$ cat config.mk
export PLATFORM = sky130hd
export DESIGN_NAME = pulse_interval_meter
export DESIGN_NICKNAME = d
export VERILOG_FILES = /design/src/rtl/pulse_interval_meter.sv
export SDC_FILE = /design/constraint.sdc
export NUM_CORES = 1
export LEC_CHECK = 0
export ABC_AREA = 1
export CAP_MARGIN = 0
export CORE_ASPECT_RATIO = 1.1
export CORE_MARGIN = 2
export CORE_UTILIZATION = 45
export DETAILED_ROUTE_END_ITERATION = 16
export GPL_ROUTABILITY_DRIVEN = 1
export HOLD_SLACK_MARGIN = 0.03
export PLACE_DENSITY = 0.7
export SLEW_MARGIN = 20
export SYNTH_ARGS = -nofsm -noshare
export SYNTH_HDL_FRONTEND = slang
export SYNTH_SLANG_ARGS = --single-unit
$ cat constraint.sdc
create_clock -name clk -period 2.93 [get_ports clk]
set_clock_uncertainty 0.05 [all_clocks]
set_input_delay 0.7325 -clock clk [delete_from_list [all_inputs] [get_ports clk]]
set_output_delay 0.7325 -clock clk [all_outputs]
set_load 0.005 [all_outputs]
$ cat src/rtl/pulse_interval_meter.sv
// Measures clock cycles between consecutive detection strobes and presents
// each interval on a one-entry valid/ready register with timeout/overrun flags.
module pulse_interval_meter #(
    parameter int CNT_W        = 16,
    parameter int MAX_INTERVAL = 1000
) (
    input  logic             clk,
    input  logic             reset_n,
    input  logic             en,
    input  logic             pulse_in,
    input  logic             ready,
    output logic [CNT_W-1:0] interval,
    output logic             valid,
    output logic             timeout,
    output logic             overrun
);

    localparam logic [CNT_W-1:0] MAX_C = CNT_W'(MAX_INTERVAL);
    localparam logic [CNT_W-1:0] ONE   = CNT_W'(1);

    typedef enum logic {
        IDLE,
        MEASURE
    } state_t;

    state_t           state;
    state_t           state_n;
    logic [CNT_W-1:0] cnt;
    logic [CNT_W-1:0] cnt_n;
    logic             capture;
    logic             timeout_n;

    always_ff @(posedge clk or negedge reset_n) begin
        if (!reset_n) begin
            state <= IDLE;
            cnt   <= '0;
        end else begin
            state <= state_n;
            cnt   <= cnt_n;
        end
    end

    always_comb begin
        state_n   = state;
        cnt_n     = cnt;
        capture   = 1'b0;
        timeout_n = 1'b0;
        if (!en) begin
            state_n = IDLE;
            cnt_n   = '0;
        end else begin
            unique case (state)
                IDLE: begin
                    cnt_n = '0;
                    if (pulse_in) begin
                        cnt_n   = ONE;
                        state_n = MEASURE;
                    end
                end
                MEASURE: begin
                    if (pulse_in) begin
                        capture = 1'b1;
                        cnt_n   = ONE;
                    end else if (cnt == MAX_C) begin
                        timeout_n = 1'b1;
                        cnt_n     = '0;
                        state_n   = IDLE;
                    end else begin
                        cnt_n = cnt + ONE;
                    end
                end
                default: begin
                    state_n = IDLE;
                    cnt_n   = '0;
                end
            endcase
        end
    end

    // A new result may replace the old one only when the old one leaves this cycle.
    always_ff @(posedge clk or negedge reset_n) begin
        if (!reset_n) begin
            interval <= '0;
            valid    <= 1'b0;
            timeout  <= 1'b0;
            overrun  <= 1'b0;
        end else begin
            timeout <= timeout_n;
            if (capture) begin
                if (!valid || ready) begin
                    interval <= cnt;
                    valid    <= 1'b1;
                end else begin
                    overrun <= 1'b1;
                end
            end else if (valid && ready) begin
                valid <= 1'b0;
            end
            if (!en) begin
                overrun <= 1'b0;
            end
        end
    end

endmodule
==> out/qor.txt, run 1 <==
outcome: finished, final reports clean
crit path cell chain: clkdlybuf4s50_1
Hold Crit Class: reg -> reg
DIE AREA: 4460 µm²
Cell Rows: 23
Synth cell types: 24
peak supply drop: 0.299 mV
unrepaired setup endpoints after global routing: false
Worst EP required: 2.15 ns
# setup viols final: 0
vias in the first global route: 1351
Max Clock Freq: 0.518 GHz
initial drt markers: 88
first-pass GRT wire length: 6210 µm
GRT Residual Overflow: 0
Post-Syn Instances: 216
DRC viols: 0
layout cell share with drive strength beyond 1: 12.7%
nets: 251
port bufs: 23
Core Region: 3710 µm²
half-perimeter wire length after placement: 2420 µm
Setup TNS Final: 0 ns
Critical R2R Launch: cnt[0]
Post-CTS Hold Buffers: 0
Worst Path Arrival: 1.15 ns
Area growth syn-to-layout: 21.3%
commonest cells in the netlist: nand2_1 (50), dfrtp_1 (36), inv_1 (31)
post-CTS setup buffer count: 0
max-cap violation count: 0
# H-tree levels: 2
total power: 0.933 mW
CTS clk-pin slew, worst paths: 0.07 ns
ys async rst share: 100%
final instance area: 2150 µm²
P_leak: 0.965 nW
Die W: 63.9 µm
Max Root-Sink Buffers: 2
die outline height: 69.9 µm
worst hold start: interval[2]
Worst Max-Slew Pin Slew: 0.447 ns
register area: 901 µm²
Post-Route WL: 3330 µm
Worst path max stage delay: 0.52 ns
final hold violations: 0
post-route ant nets: 0
Layout Cells excl Fill: 295
CP max-delay cell: clkdlybuf4s50_1
CTS buffer count: 5
post-synth top area share: 50.7%
synthesized area: 1780 µm²
CTS root buf: clkbuf_8
diode count: 0
Syn Nets: 223
cts repair resizes: 0
first drt pass iteration count: 4
DR vias: 1384
worst relative slew slack: 70.2%
count leader, synth: nand2_1
final slew viol count: 0
Avg Inst Size Synth: 8.22 µm²
TritonCTS Sinks: 36
crit start category: register
Inst Count DP: 287
CP Buf/Inv Count: 1
Crit. Startpoint: valid
Layout fillers: 331
Placed Area: 2060 µm²
CTS tree: yes
vias per cell: 4.69
Worst Setup End Kind: output pin
Total GRT Usage: 17.6%
WS Path Type: reg -> out
crit-path leading delay family: buffers and inverters
post-route minimum period: 1.93 ns
wire per inst: 11.3 µm
EDFF count, synth: 0
insertion delay of the later-clocked pin in the worst-skew pair: 0.29 ns
FF+latch count, synth: 36
fin crit share: 65.8%
Ys Warns: 0
Synth area leader: dfrtp_1
pwr dens: 433 nW/µm²
Final GP Congestion: 0.780
I/O pin cnt: 24
initial antenna violation count: 0
Synth area leaders: dfrtp_1 (51%), nand2_1 (11%), inv_1 (6.6%)
CP max FO: 2
sequential share of the synthesized area: 50.7%
initial core utilization: 47.8%
Top FF cell, synth: dfrtp_1
Multi-input gate area: 728 µm²
pin count of the biggest net entering global routing: 37
cells by family after synthesis:
kind of cell	Yosys count	synth area share (%)
compound gates	24	6.77
flops	36	50.7
fa+ha+maj	2	1.41
simple gates	113	30.9
xor+xnor	4	1.97
buf+inv	37	8.25
stage by stage:
| step | util, % | hold WS [ns] | setup WS (ns) |
|---|---|---|---|
| final | 58.0 | 0.437 | 1.00 |
| after global routing | 58.0 | 0.471 | 0.950 |
| after CTS | 58.0 | 0.445 | 0.982 |
| after detailed placement | 55.5 | 0.428 | 0.855 |
| after global placement | 55.5 | 0.423 | 0.876 |
| after floorplan | - | 0.387 | 1.53 |
final timing paths:
kind | end | slack [ns] | cells past startpoint
hold reg to reg | interval[2] | 0.44 | 2
setup / recovery | valid | 1.00 | 1
setup reg to reg | cnt[8] | 1.41 | 9
min in group asynchronous | overrun | 0.81 | 2
max in group asynchronous | interval[15] | 1.70 | 2
hold / removal | interval[2] | 0.44 | 2
report_power, final:
| group | total, mW | switching (mW) | internal (mW) |
|---|---|---|---|
| registers | 0.510 | 0.00515 | 0.505 |
| logic | 0.0593 | 0.0354 | 0.0240 |
| clock network | 0.363 | 0.176 | 0.188 |
placed cells by master, fill, tap and decap left out, types with 3 or more instances in the layout:
cell type and n:
nor2_2 5, xor2_1 3, nand2_1 50, nand2_2 4
nand3_1 14, clkdlybuf4s50_1 23, clkbuf_8 6, a21oi_1 4
inv_1 31, o21ai_1 19, nor3_2 4, nor2_1 28
dfrtp_1 36
state kept, by name, summed over array words and instances, names as in the netlist:
name	count
overrun	1
valid	1
cnt	16
interval	16
state	1
timeout	1
area by class of cell:
cell class              instances  area share, %
flip-flops and latches         36           41.8
multi-input cells             143           33.8
repair buffers                 25           11.4
inverters                      33           5.75
clock buffers                   6           3.83
well taps                      50           2.91
clock inverters                 2          0.465
routing by layer:
metal | wire [µm] | global-route usage [%]
met4 | 56 | 7.73
met2 | 1550 | 26.2
met3 | 152 | 4.83
met5 | 0 | 0
met1 | 1570 | 23.9
Note: power is estimated with default switching activity, not from simulation.
==> run 2, diff against run 1 <==
--- a/config.mk
+++ b/config.mk
@@ -13,7 +13,7 @@
 export DETAILED_ROUTE_END_ITERATION = 16
 export GPL_ROUTABILITY_DRIVEN = 1
 export HOLD_SLACK_MARGIN = 0.03
-export PLACE_DENSITY = 0.7
+export PLACE_DENSITY = 0.73
 export SLEW_MARGIN = 20
 export SYNTH_ARGS = -nofsm -noshare
 export SYNTH_HDL_FRONTEND = slang
==> constraint.sdc (replaced) <==
create_clock -name clk -period 1.65 [get_ports clk]
set_clock_uncertainty 0.05 [all_clocks]
set_input_delay 0.4125 -clock clk [delete_from_list [all_inputs] [get_ports clk]]
set_output_delay 0.4125 -clock clk [all_outputs]
set_load 0.005 [all_outputs]
==> out/qor.txt, run 2 (synthesis gave the netlist of run 1 again) <==
final hold violations: 0 (unchanged)
CP Buf/Inv Count: 1 (unchanged)
Post-CTS Hold Buffers: 0 (unchanged)
post-route ant nets: 0 (unchanged)
peak supply drop: 0.576 mV (+92%)
final slew viol count: 0 (unchanged)
Reg2Reg Setup Slack: 0.18 ns (-1.23 ns)
WS Path Type: reg -> out
unrepaired setup endpoints after global routing: false
Layout Cells excl Fill: 298 (+1.0%)
post-CTS setup buffer count: 0 (unchanged)
crit-path leading delay family: buffers and inverters
first-pass GRT wire length: 6170 µm (-0.68%)
pre-CTS worst setup slack: -0.0549 ns (-0.910 ns)
Worst Max-Slew Pin Slew: 0.336 ns (-0.111 ns)
Util after Layout: 59.6% (+1.6 points)
half-perimeter wire length after placement: 2530 µm (+4.5%)
Max Root-Sink Buffers: 2 (unchanged)
Critical R2R Launch: cnt[1]
Hold Crit Class: in -> async
CTS root buf: clkbuf_8
Reg2Reg Capture Point: cnt[14]
Worst path max stage delay: 0.50 ns (-0.02 ns)
Regs by FF count: cnt x16, interval x16
initial core utilization: 47.8% (unchanged)
Worst Reg2Reg Path Length in Cells: 6 (-3)
pwr dens: 756 nW/µm² (+75%)
pin count of the biggest net entering global routing: 37 (unchanged)
final hold slack: 0.439 ns (+0.00162 ns)
GRT Residual Overflow: 0 (unchanged)
CP max-delay cell: clkdlybuf4s50_1
Total GRT Usage: 17.6% (about the same)
initial drt markers: 90 (+2.3%)
Inst Count DP: 290 (+1.0%)
DR vias: 1435 (+3.7%)
# setup viols final: 0 (unchanged)
Die W: 63.9 µm (unchanged)
port bufs: 23 (unchanged)
P_leak: 1.06 nW (+10%)
worst relative slew slack: 77.5% (+7.3 points)
vias in the first global route: 1337 (-1.0%)
max-cap violation count: 0 (unchanged)
nets: 254 (+1.2%)
crit path cell chain: clkdlybuf4s50_1
post-route minimum period: 1.60 ns
setup ws final: 0.0462 ns (-0.955 ns)
cts repair resizes: 0 (unchanged)
Core Region: 3710 µm² (unchanged)
die outline height: 69.9 µm (unchanged)
CP max FO: 2 (unchanged)
diode count: 0 (unchanged)
Max Clock Freq: 0.624 GHz
Cell Rows: 23 (unchanged)
I/O pin cnt: 24 (unchanged)
CTS tree: yes
crit start category: register
layout cell share with drive strength beyond 1: 13.7% (+1.1 points)
Worst Path Arrival: 1.14 ns (about the same)
# H-tree levels: 2 (unchanged)
outcome: finished, final reports clean
wire per inst: 11.6 µm (+2.8%)
Post-Route WL: 3460 µm (+3.8%)
Worst Setup End Kind: output pin
TritonCTS Sinks: 36 (unchanged)
vias per cell: 4.82 (+2.6%)
CTS clk-pin slew, worst paths: 0.07 ns (about the same)
total power: 1.67 mW (+79%)
most common cell after layout, fill and taps aside: nand2_1
DIE AREA: 4460 µm² (unchanged)
commonest non-fill, non-tap cells in the layout: nand2_1 (50), dfrtp_1 (36), inv_1 (31), nor2_1 (28)
final instance area: 2210 µm² (+2.7%)
fin crit share: 97.2%
Final GP Congestion: 0.887 (+14%)
insertion delay of the later-clocked pin in the worst-skew pair: 0.29 ns (about the same)
Crit. Startpoint: interval[7]
DRC viols: 0 (unchanged)
initial antenna violation count: 0 (unchanged)
Setup TNS Final: 0 ns (unchanged)
CTS buffer count: 5 (unchanged)
first drt pass iteration count: 4 (unchanged)
Placed Area: 2110 µm² (+2.3%)
Area growth syn-to-layout: 24.5%
Worst EP required: 1.19 ns (-0.96 ns)
==> run 2: changes by cell type in the layout (fill, tap and decap cells not counted) <==
cell | previous run | this run
clkdlybuf4s50_1 | 23 | 19
dlymetal6s2s_1 | 0 | 4
buf_12 | 0 | 2
buf_4 | 2 | 3
==> run 2: metal layers <==
| layer | global-route usage (%) | vias up | routed length [µm] |
|---|---|---|---|
| met2 | 26.7 | 27 | 1650 |
| met5 | 0 | - | 0 |
| li1 | - | 733 | - |
| met4 | 6.76 | 0 | 59 |
| met3 | 4.83 | 6 | 149 |
| met1 | 23.9 | 669 | 1590 |
==> run 2: cell type report <==
cell class,instances,area (µm²)
fill,329,1500
clock buffer,6,82.6
clock inverter,2,10.0
tap,50,62.6
multi-input combinational,143,728
sequential,36,901
inverter,33,124
timing repair buffer,28,303
==> run 2: worst max-delay path by stage <==
stage                         to  cells past startpoint
global placement         cnt[11]                      5
detailed placement       cnt[13]                      5
CTS                  interval[7]                      1
floorplan                 cnt[0]                      9
global route        interval[11]                      1
finish               interval[7]                      1
==> run 2: power by group <==
group / switching (mW) / total (mW) / internal, mW
Combinational: 0.0663 / 0.122 / 0.0558
Clock: 0.310 / 0.643 / 0.333
Sequential: 0.00954 / 0.906 / 0.897
==> run 3, diff against run 2 <==
--- a/config.mk
+++ b/config.mk
@@ -14,6 +14,7 @@
 export GPL_ROUTABILITY_DRIVEN = 1
 export HOLD_SLACK_MARGIN = 0.03
 export PLACE_DENSITY = 0.73
+export SETUP_SLACK_MARGIN = 0.15
 export SLEW_MARGIN = 20
 export SYNTH_ARGS = -nofsm -noshare
 export SYNTH_HDL_FRONTEND = slang
==> out/qor.txt, run 3 (synthesis gave the netlist of run 1 again) <==
insertion delay of the later-clocked pin in the worst-skew pair: 0.29 ns (about the same)
CP max-delay cell: dfrtp_1
outcome: finished, final reports clean
Area growth syn-to-layout: 27.0%
Worst Setup End Kind: register
initial core utilization: 47.8% (unchanged)
CTS root buf: clkbuf_8
wire per inst: 12.1 µm (+4.0%)
Crit. Startpoint: cnt[1]
diode count: 0 (unchanged)
post-route ant nets: 0 (unchanged)
initial drt markers: 149 (+66%)
final hold violations: 0 (unchanged)
vias per cell: 4.82 (about the same)
final hold slack: 0.434 ns (-0.00490 ns)
Comb power frac: 7.5% (+0.2 points)
Max Clock Freq: 0.678 GHz (+8.8%)
CP Buf/Inv Count: 2 (+1)
Worst Reg2Reg Path Length in Cells: 9 (+3)
Post-Route WL: 3670 µm (+6.1%)
DRC viols: 0 (unchanged)
post-route minimum period: 1.47 ns (-0.130 ns)
unrepaired setup endpoints after global routing: true
# H-tree levels: 2 (unchanged)
Inst Count DP: 290 (unchanged)
Critical R2R Launch: cnt[1]
fin crit share: 89.3% (-7.8 points)
crit path to: cnt[5]
CTS clk-pin slew, worst paths: 0.07 ns (about the same)
crit path cell chain: inv_2 > ha_4 > inv_2 > nor2_1 > nand2_1 > nor2_4 > nand2_4 > nand2_8 > nor2_2
nets: 260 (+2.4%)
layout cell share with drive strength beyond 1: 19.3% (+5.6 points)
initial antenna violation count: 0 (unchanged)
Worst EP required: 1.78 ns (+0.59 ns)
Clk pwr share: 38.6% (about the same)
Reg2Reg Setup Slack: 0.18 ns (about the same)
Post-CTS Hold Buffers: 0 (unchanged)
WS Path Type: reg -> reg
first-pass GRT wire length: 6200 µm (+0.57%)
final slew viol count: 0 (unchanged)
Hold Crit Class: reg -> reg
vias in the first global route: 1351 (+1.0%)
pin count of the biggest net entering global routing: 37 (unchanged)
CTS buffer count: 5 (unchanged)
crit-path leading delay family: simple AND/OR/NAND/NOR gates
Pint: 1.28 mW (-0.12%)
Layout Cells excl Fill: 304 (+2.0%)
half-perimeter wire length after placement: 2530 µm (unchanged)
crit start category: register
P_leak: 1.12 nW (+5.4%)
DIE AREA: 4460 µm² (unchanged)
Worst Max-Slew Pin Slew: 0.319 ns (-0.0176 ns)
reported net switching power: 0.395 mW (+2.5%)
CTS tree: yes
peak supply drop: 0.579 mV (+0.49%)
DR vias: 1464 (+2.0%)
CP max FO: 8 (+6)
TritonCTS Sinks: 36 (unchanged)
Cell Rows: 23 (unchanged)
Post-Route M1 WL: 1640 µm (+3.3%)
port bufs: 23 (unchanged)
DR WL met2: 1780 µm (+7.7%)
Total GRT Usage: 17.7% (+0.10 points)
commonest non-fill, non-tap cells in the layout: nand2_1 (49), dfrtp_1 (36), inv_1 (28), nor2_1 (25)
worst relative slew slack: 78.7% (+1.2 points)
Worst Path Arrival: 1.60 ns (+0.46 ns)
Detail Route met3 WL: 181 µm (+21%)
Final GP Congestion: 0.887 (unchanged)
highest routed layer: met4
CP Depth: 9 (+8)
Worst path most repeated cell: inv_2
GRT Residual Overflow: 0 (unchanged)
# setup viols final: 0 (unchanged)
max-cap violation count: 0 (unchanged)
sequential power share: 54.0% (-0.2 points)
Net Sw Frac: 23.5% (+0.47 points)
Max Root-Sink Buffers: 2 (unchanged)
Regs by FF count: cnt x16, interval x16
Core Region: 3710 µm² (unchanged)
Reg2Reg Capture Point: cnt[5]
die outline height: 69.9 µm (unchanged)
most common cell after layout, fill and taps aside: nand2_1
I/O pin cnt: 24 (unchanged)
Die W: 63.9 µm (unchanged)
first drt pass iteration count: 4 (unchanged)
pwr dens: 745 nW/µm² (-1.5%)
Worst path max stage delay: 0.42 ns (-0.08 ns)
## run 3: cell types whose count changed in the layout (fill, tap and decap cells not counted), sizes merged
cell / delta
clkdlybuf4s50: -15
buf: +5
dlygate4sd2: +19
dlymetal6s2s: -4
nand2: +1
## run 3: power by group through the flow
stage	Sequential (mW)	Combinational [mW]	Clock, mW
2_1_floorplan	0.924	0.0463	0
3_3_place_gp	0.923	0.122	0
3_5_place_dp	0.923	0.123	0
4_1_cts	0.906	0.119	0.657
5_1_grt	0.909	0.140	0.702
6_report	0.906	0.125	0.648
## run 3: stage by stage
stage / total power, mW / area (µm²) / TNS [ns] / worst slack (ns) / util, %
after floorplan: 0.970 / 1780 / 0 / 0.309 / -
after global placement: 1.04 / 2110 / -0.0782 / -0.0132 / 56.8
after detailed placement: 1.05 / 2110 / -0.492 / -0.0549 / 56.8
after CTS: 1.68 / 2200 / 0 / 0.192 / 59.3
after global routing: 1.75 / 2250 / 0 / 0.121 / 60.7
final: 1.68 / 2250 / 0 / 0.176 / 60.7
## run 3: worst min path at each step
stage / startpoint / endpoint / slack (ns) / depth (start not counted)
6_report: interval[13] / interval[13] / 0.43 / 2
5_1_grt: reset_n / interval[9] / 0.46 / 2
3_5_place_dp: interval[8] / interval[8] / 0.43 / 2
3_3_place_gp: interval[4] / interval[4] / 0.42 / 2
2_1_floorplan: reset_n / cnt[0] / 0.07 / 0
4_1_cts: interval[8] / interval[8] / 0.44 / 2
## run 3: final cells by class
class	instances	area [µm²]
fillers	336	1460
repair buffers	33	307
clock inverters	2	10.0
clock buffers	6	82.6
flip-flops and latches	36	901
multi-input cells	144	768
inverters	33	124
well taps	50	62.6
## run 3: layer usage
layer / GRT usage (%) / up-vias
li1: - / 749
met1: 24.0 / 676
met2: 27.0 / 33
met3: 4.83 / 6
met4: 6.76 / 0
met5: 0 / -
## run 3: timing repair
action	in CTS	in global routing
setup buffers	3	2
resized for setup	19	11
gates cloned	0	1
setup endpoints to repair	19	17
pin swaps	0	5
## run 3: tightest hold or removal path, cell delays in order (launching register included)
cell and delay (ns):
dfrtp_1 0.34, nand2_1 0.05, o21ai_1 0.06
